File: config.mk
export PLATFORM = sky130hd
export DESIGN_NAME = rr_mux_4x1
export DESIGN_NICKNAME = d
export VERILOG_FILES = /design/src/rtl/rr_mux_4x1.sv
export SDC_FILE = /design/constraint.sdc
export NUM_CORES = 1
export LEC_CHECK = 0
export ABC_AREA = 1
export CAP_MARGIN = 40
export CORE_MARGIN = 3
export CORE_UTILIZATION = 44
export CTS_CLUSTER_DIAMETER = 40
export CTS_CLUSTER_SIZE = 10
export DETAILED_ROUTE_END_ITERATION = 8
export GPL_TIMING_DRIVEN = 0
export PLACE_DENSITY = 0.94
export SLEW_MARGIN = 30
export SYNTH_ARGS = -nofsm -noshare
export SYNTH_HDL_FRONTEND = slang
export SYNTH_SLANG_ARGS = --single-unit
File: constraint.sdc
create_clock -name clk -period 4 [get_ports clk]
set_input_delay 0.8 -clock clk [delete_from_list [all_inputs] [get_ports clk]]
set_output_delay 0.8 -clock clk [all_outputs]
set_load 0.02 [all_outputs]
File: src/rtl/rr_mux_4x1.sv
// Purpose : merge four valid/ready source channels onto one registered output,
//           round-robin arbitration, each word tagged with its 2-bit channel id.
// Latency : 1 cycle from input handshake to out_valid; 1 word/cycle sustained.
// Backpressure: out_ready low with a held word drops every in_ready; the held
//           word stays stable. Accept and refill happen in the same cycle.
//
// Optional build macro: RR_MUX_FIXED_PRIO_EN
//   undefined : round-robin, scan starts at ptr (the channel after the last grant).
//   defined   : fixed priority, channel 0 highest, channel 3 lowest; no ptr state.
//
// Ports:
//   clk        system clock, rising edge
//   rst_n      asynchronous active-low reset (async assert, sync release upstream)
//   in_valid   per-channel valid, bit i = channel i
//   in_data    packed channel data, channel i at [i*W +: W]
//   in_ready   per-channel ready (one-hot grant or zero)
//   out_valid  output register holds a word
//   out_data   registered data of the granted channel
//   out_sel    channel id of the word in out_data
//   out_ready  downstream accepts when out_valid & out_ready
module rr_mux_4x1 #(
    parameter int W = 8
) (
    input  logic           clk,
    input  logic           rst_n,
    input  logic [3:0]     in_valid,
    input  logic [4*W-1:0] in_data,
    output logic [3:0]     in_ready,
    output logic           out_valid,
    output logic [W-1:0]   out_data,
    output logic [1:0]     out_sel,
    input  logic           out_ready
);

    // The output register may take a new word when it is empty or being drained.
    logic       load;
    logic [1:0] scan_start;
    logic [1:0] grant_idx;
    logic       grant_any;
    logic [1:0] scan_idx;

    assign load = !out_valid || out_ready;

`ifdef RR_MUX_FIXED_PRIO_EN
    // Fixed priority: every scan begins at channel 0.
    assign scan_start = 2'd0;
`else
    // Round-robin pointer: the channel that gets first look on the next grant.
    logic [1:0] ptr;

    always_ff @(posedge clk or negedge rst_n) begin
        if (!rst_n) begin
            ptr <= 2'd0;
        end else if (load && grant_any) begin
            // 2-bit add wraps 3 back to 0.
            ptr <= grant_idx + 2'd1;
        end
    end

    assign scan_start = ptr;
`endif

    // Scan start, start+1, start+2, start+3 (mod 4). Iterating from the far end
    // back toward the start lets the nearest requesting channel overwrite the
    // others, so the first hit in scan order wins.
    always_comb begin
        grant_any = 1'b0;
        grant_idx = scan_start;
        scan_idx  = scan_start;
        for (int k = 3; k >= 0; k--) begin
            scan_idx = scan_start + 2'(k);
            if (in_valid[scan_idx]) begin
                grant_any = 1'b1;
                grant_idx = scan_idx;
            end
        end
    end

    // Ready is gated by rst_n so no source sees a handshake while in reset,
    // even though out_valid=0 makes load true during that time.
    always_comb begin
        in_ready = 4'b0000;
        if (rst_n && load && grant_any) begin
            in_ready = 4'b0001 << grant_idx;
        end
    end

    // Output register. On load with no request only out_valid clears; data and
    // sel keep their last values (they are meaningless while out_valid=0).
    always_ff @(posedge clk or negedge rst_n) begin
        if (!rst_n) begin
            out_valid <= 1'b0;
            out_data  <= '0;
            out_sel   <= 2'd0;
        end else if (load) begin
            if (grant_any) begin
                out_valid <= 1'b1;
                out_data  <= in_data[grant_idx*W +: W];
                out_sel   <= grant_idx;
            end else begin
                out_valid <= 1'b0;
            end
        end
    end

endmodule

==> flow_summary_export.csv <==
group,metric,value,unit
outcome,status,"complete, no violations",
floorplanning,initial_utilization,0.494,
sta,fin_crit_sh,0.882,
cells_and_area,syn_to_final_growth,52.1,%
route,first_iter_violations,63,
synthesis,yosysTopAreaCellShare,0.319,
route,antenna_left,0,
synthesis,synth_top_cells_by_area,"nand2_1, dfrtp_1, nand3_1",
synthesis,synth_cells,198,
clock_tree,cts_buffers,3,
clock_tree,cts_htree_levels,1,
sta,finalSetupTns,0,ns
synthesis,synthDistinctLibCells,22,
placed_design,hpwl,2540,um
clock_tree,post_cts_resize_count,0,
route,vias,1367,
synthesis,synth_largest_area_cell,"nand2_1",
grt,grt_overflow,0,
synthesis,ys_seq_area_frac,0.282,
floorplanning,ios,54,
placed_design,port_buffers,53,
route,via_per_inst,4.83,
synthesis,synth.top_cells.by_count,"nand2_1, nand3_1, inv_1",
sta,tightest_slew,0.622,ns
sta,setup_viol,0,
floorplanning,die_h,57.2,um
sta,rsz0062_at_grt,"no",
clock_tree,post-cts-setup-buffers,0,
clock_tree,root_buffer,"clkbuf_4",
power_and_ir_drop,peakVddDrop,0.000572,V
cells_and_area,drive_gt1_frac,0.0941,
clock_tree,clkLatencyLatePin,0.28,ns
power_and_ir_drop,combPwrFrac,0.796,
clock_tree,cts_tree,"yes",
setup_path,crit_arrival,2.73,ns
synthesis,yosysMostFrequentCell,"nand2_1",
floorplanning,die_x,57.2,um
power_and_ir_drop,swShare,0.546,
synthesis,synth_edf_count,0,
synthesis,synth_ff_type,"dfrtp_1",
floorplanning,coreArea,2340,sq um
floorplanning,rows,17,
cells_and_area,fin_nets,295,
sta,fmax,0.283,GHz
route,wl,3170,um
power_and_ir_drop,p_sw,876,uW
power_and_ir_drop,powerDensity,913,nW/um^2
route,post-route-drc-count,0,
floorplanning,die_area,3280,sq um
cells_and_area,antenna_cells,0,
power_and_ir_drop,p_int,727,uW
flow_run,drv_cap,0,
grt,grt_pass1_wl,5260,um
synthesis,syn_area_per_cell,5.83,sq um
route,dr.pass1.iters,4,
grt,track_usage,0.202,
placed_design,place_congestion,0.864,
min_path,hold_path.class,"reg2reg",
power_and_ir_drop,clockPowerShare,0.052,
synthesis,synth_seq_cells,13,
sta,hold_viol,0,
synthesis,netlist_area,1150,sq um
clock_tree,cts_hold_buf,0,
grt,grt_max_degree,15,
setup_path,critPathLaunchType,"input port",
clock_tree,clk_pin_slew_worst_paths,0.08,ns
setup_path,critPathRequiredTime,3.20,ns
setup_path,path_class,"in2out",
sta,final_max_slew_viol_count,0,
sta,finClkSkew,0.00331,ns
cells_and_area,post-route-util,0.751,
sta,min_period,3.53,ns
clock_tree,clock_sinks,13,
sta,max_slew_margin,0.584,
synthesis,syn-num-nets,237,
power_and_ir_drop,seq_power_share,0.152,
grt,first_global_vias,1275,
route,wl_per_cell,11.2,um
power_and_ir_drop,cellLeakagePower,0.00103,uW
setup_path,cp_max_fo,10,
grt,antenna_found_initial,0,
synthesis,async_reset_ff_frac,1.00,
clock_tree,cts_buffer_depth,2,
setup_path,endpoint_kind,"output pin",
synthesis,yosys_warnings,0,
worst max-delay path, cell delays in order:
cell and delay, ns:
clkdlybuf4s50_1 0.48, nand2_1 0.06, nand2_1 0.09, nand2_1 0.08, nand2_1 0.11, nand2_1 0.06, nand2_1 0.06, nand3_2 0.17
nand2_4 0.19, buf_6 0.16, inv_2 0.06, nor3_2 0.15, dlymetal6s2s_1 0.24
power groups by stage:
| stage | Clock [uW] | Sequential, uW | Combinational, uW |
|---|---|---|---|
| after floorplan | 0 | 304 | 853 |
| after global placement | 0 | 242 | 1240 |
| after detailed placement | 0 | 244 | 1270 |
| final | 83.5 | 243 | 1280 |
| after global routing | 91.1 | 252 | 1430 |
| after CTS | 84.3 | 243 | 1280 |
cell usage in the layout, fill, tap and decap left out, types with 2 or more instances in the layout:
| cell type | synthesis | layout |
|---|---|---|
| buf_2 | 3 | 3 |
| buf_4 | 2 | 2 |
| buf_6 | 2 | 2 |
| clkbuf_4 | 0 | 3 |
| clkdlybuf4s50_1 | 0 | 49 |
| dfrtp_1 | 13 | 13 |
| dlymetal6s2s_1 | 0 | 4 |
| inv_1 | 24 | 24 |
| inv_2 | 4 | 4 |
| nand2_1 | 98 | 98 |
| nand2_2 | 2 | 2 |
| nand2_4 | 2 | 2 |
| nand3_1 | 30 | 30 |
| nand3_2 | 2 | 2 |
| nor2_1 | 4 | 4 |
| nor3_2 | 2 | 2 |
| o21ai_0 | 2 | 2 |
metrics by stage:
step	cells	setup WS, ns	hold slack (ns)	total power (uW)	area (sq um)
3_5_place_dp	279	0.102	0.470	1520	1720
5_1_grt	283	0.333	0.522	1770	1760
2_1_floorplan	198	1.10	0.504	1160	1150
6_report	283	0.473	0.489	1600	1760
3_3_place_gp	279	0.153	0.464	1480	1720
4_1_cts	283	0.0942	0.492	1610	1750
per-layer routing:
layer,wire length [um],vias up,part of all wire,global-route usage
li1,-,719,-,-
met1,1240,591,0.39,0.231
met2,1650,53,0.52,0.369
met3,243,4,0.077,0.0520
met4,36,0,0.011,0.0596
met5,0,-,0,0
kinds of logic after synthesis:
logic type             count (synthesis)  share of synthesized area
buffers and inverters                 37                      0.147
flip-flops                            13                      0.282
AO/OA/AOI/OAI                          5                     0.0249
AND/OR/NAND/NOR                      143                      0.546
flip-flops by register name, indices dropped and copies added, names as in the netlist:
name / flops
out_data: 8
out_sel: 2
out_valid: 1
ptr: 2
area by class of cell:
| class | instances | area, sq um |
|---|---|---|
| Multi-Input combinational cell | 148 | 659 |
| Fill cell | 194 | 583 |
| Timing Repair Buffer | 53 | 541 |
| Sequential cell | 13 | 325 |
| Inverter | 30 | 118 |
| Buffer | 7 | 52.6 |
| Tap cell | 28 | 35.0 |
| Clock buffer | 4 | 26.3 |
final timing paths:
kind | from | to | slack (ns) | cells after the start
worst min-delay path | out_data[3] | out_data[3] | 0.49 | 2
min in group asynchronous | rst_n | out_data[5] | 0.90 | 1
worst max register to register | ptr[0] | out_data[7] | 1.98 | 16
max in group asynchronous | rst_n | out_sel[1] | 2.70 | 1
worst max-delay path | in_valid[2] | in_ready[3] | 0.47 | 13
worst min register to register | out_data[3] | out_data[3] | 0.49 | 2
Power figures use the tool's default switching activity.
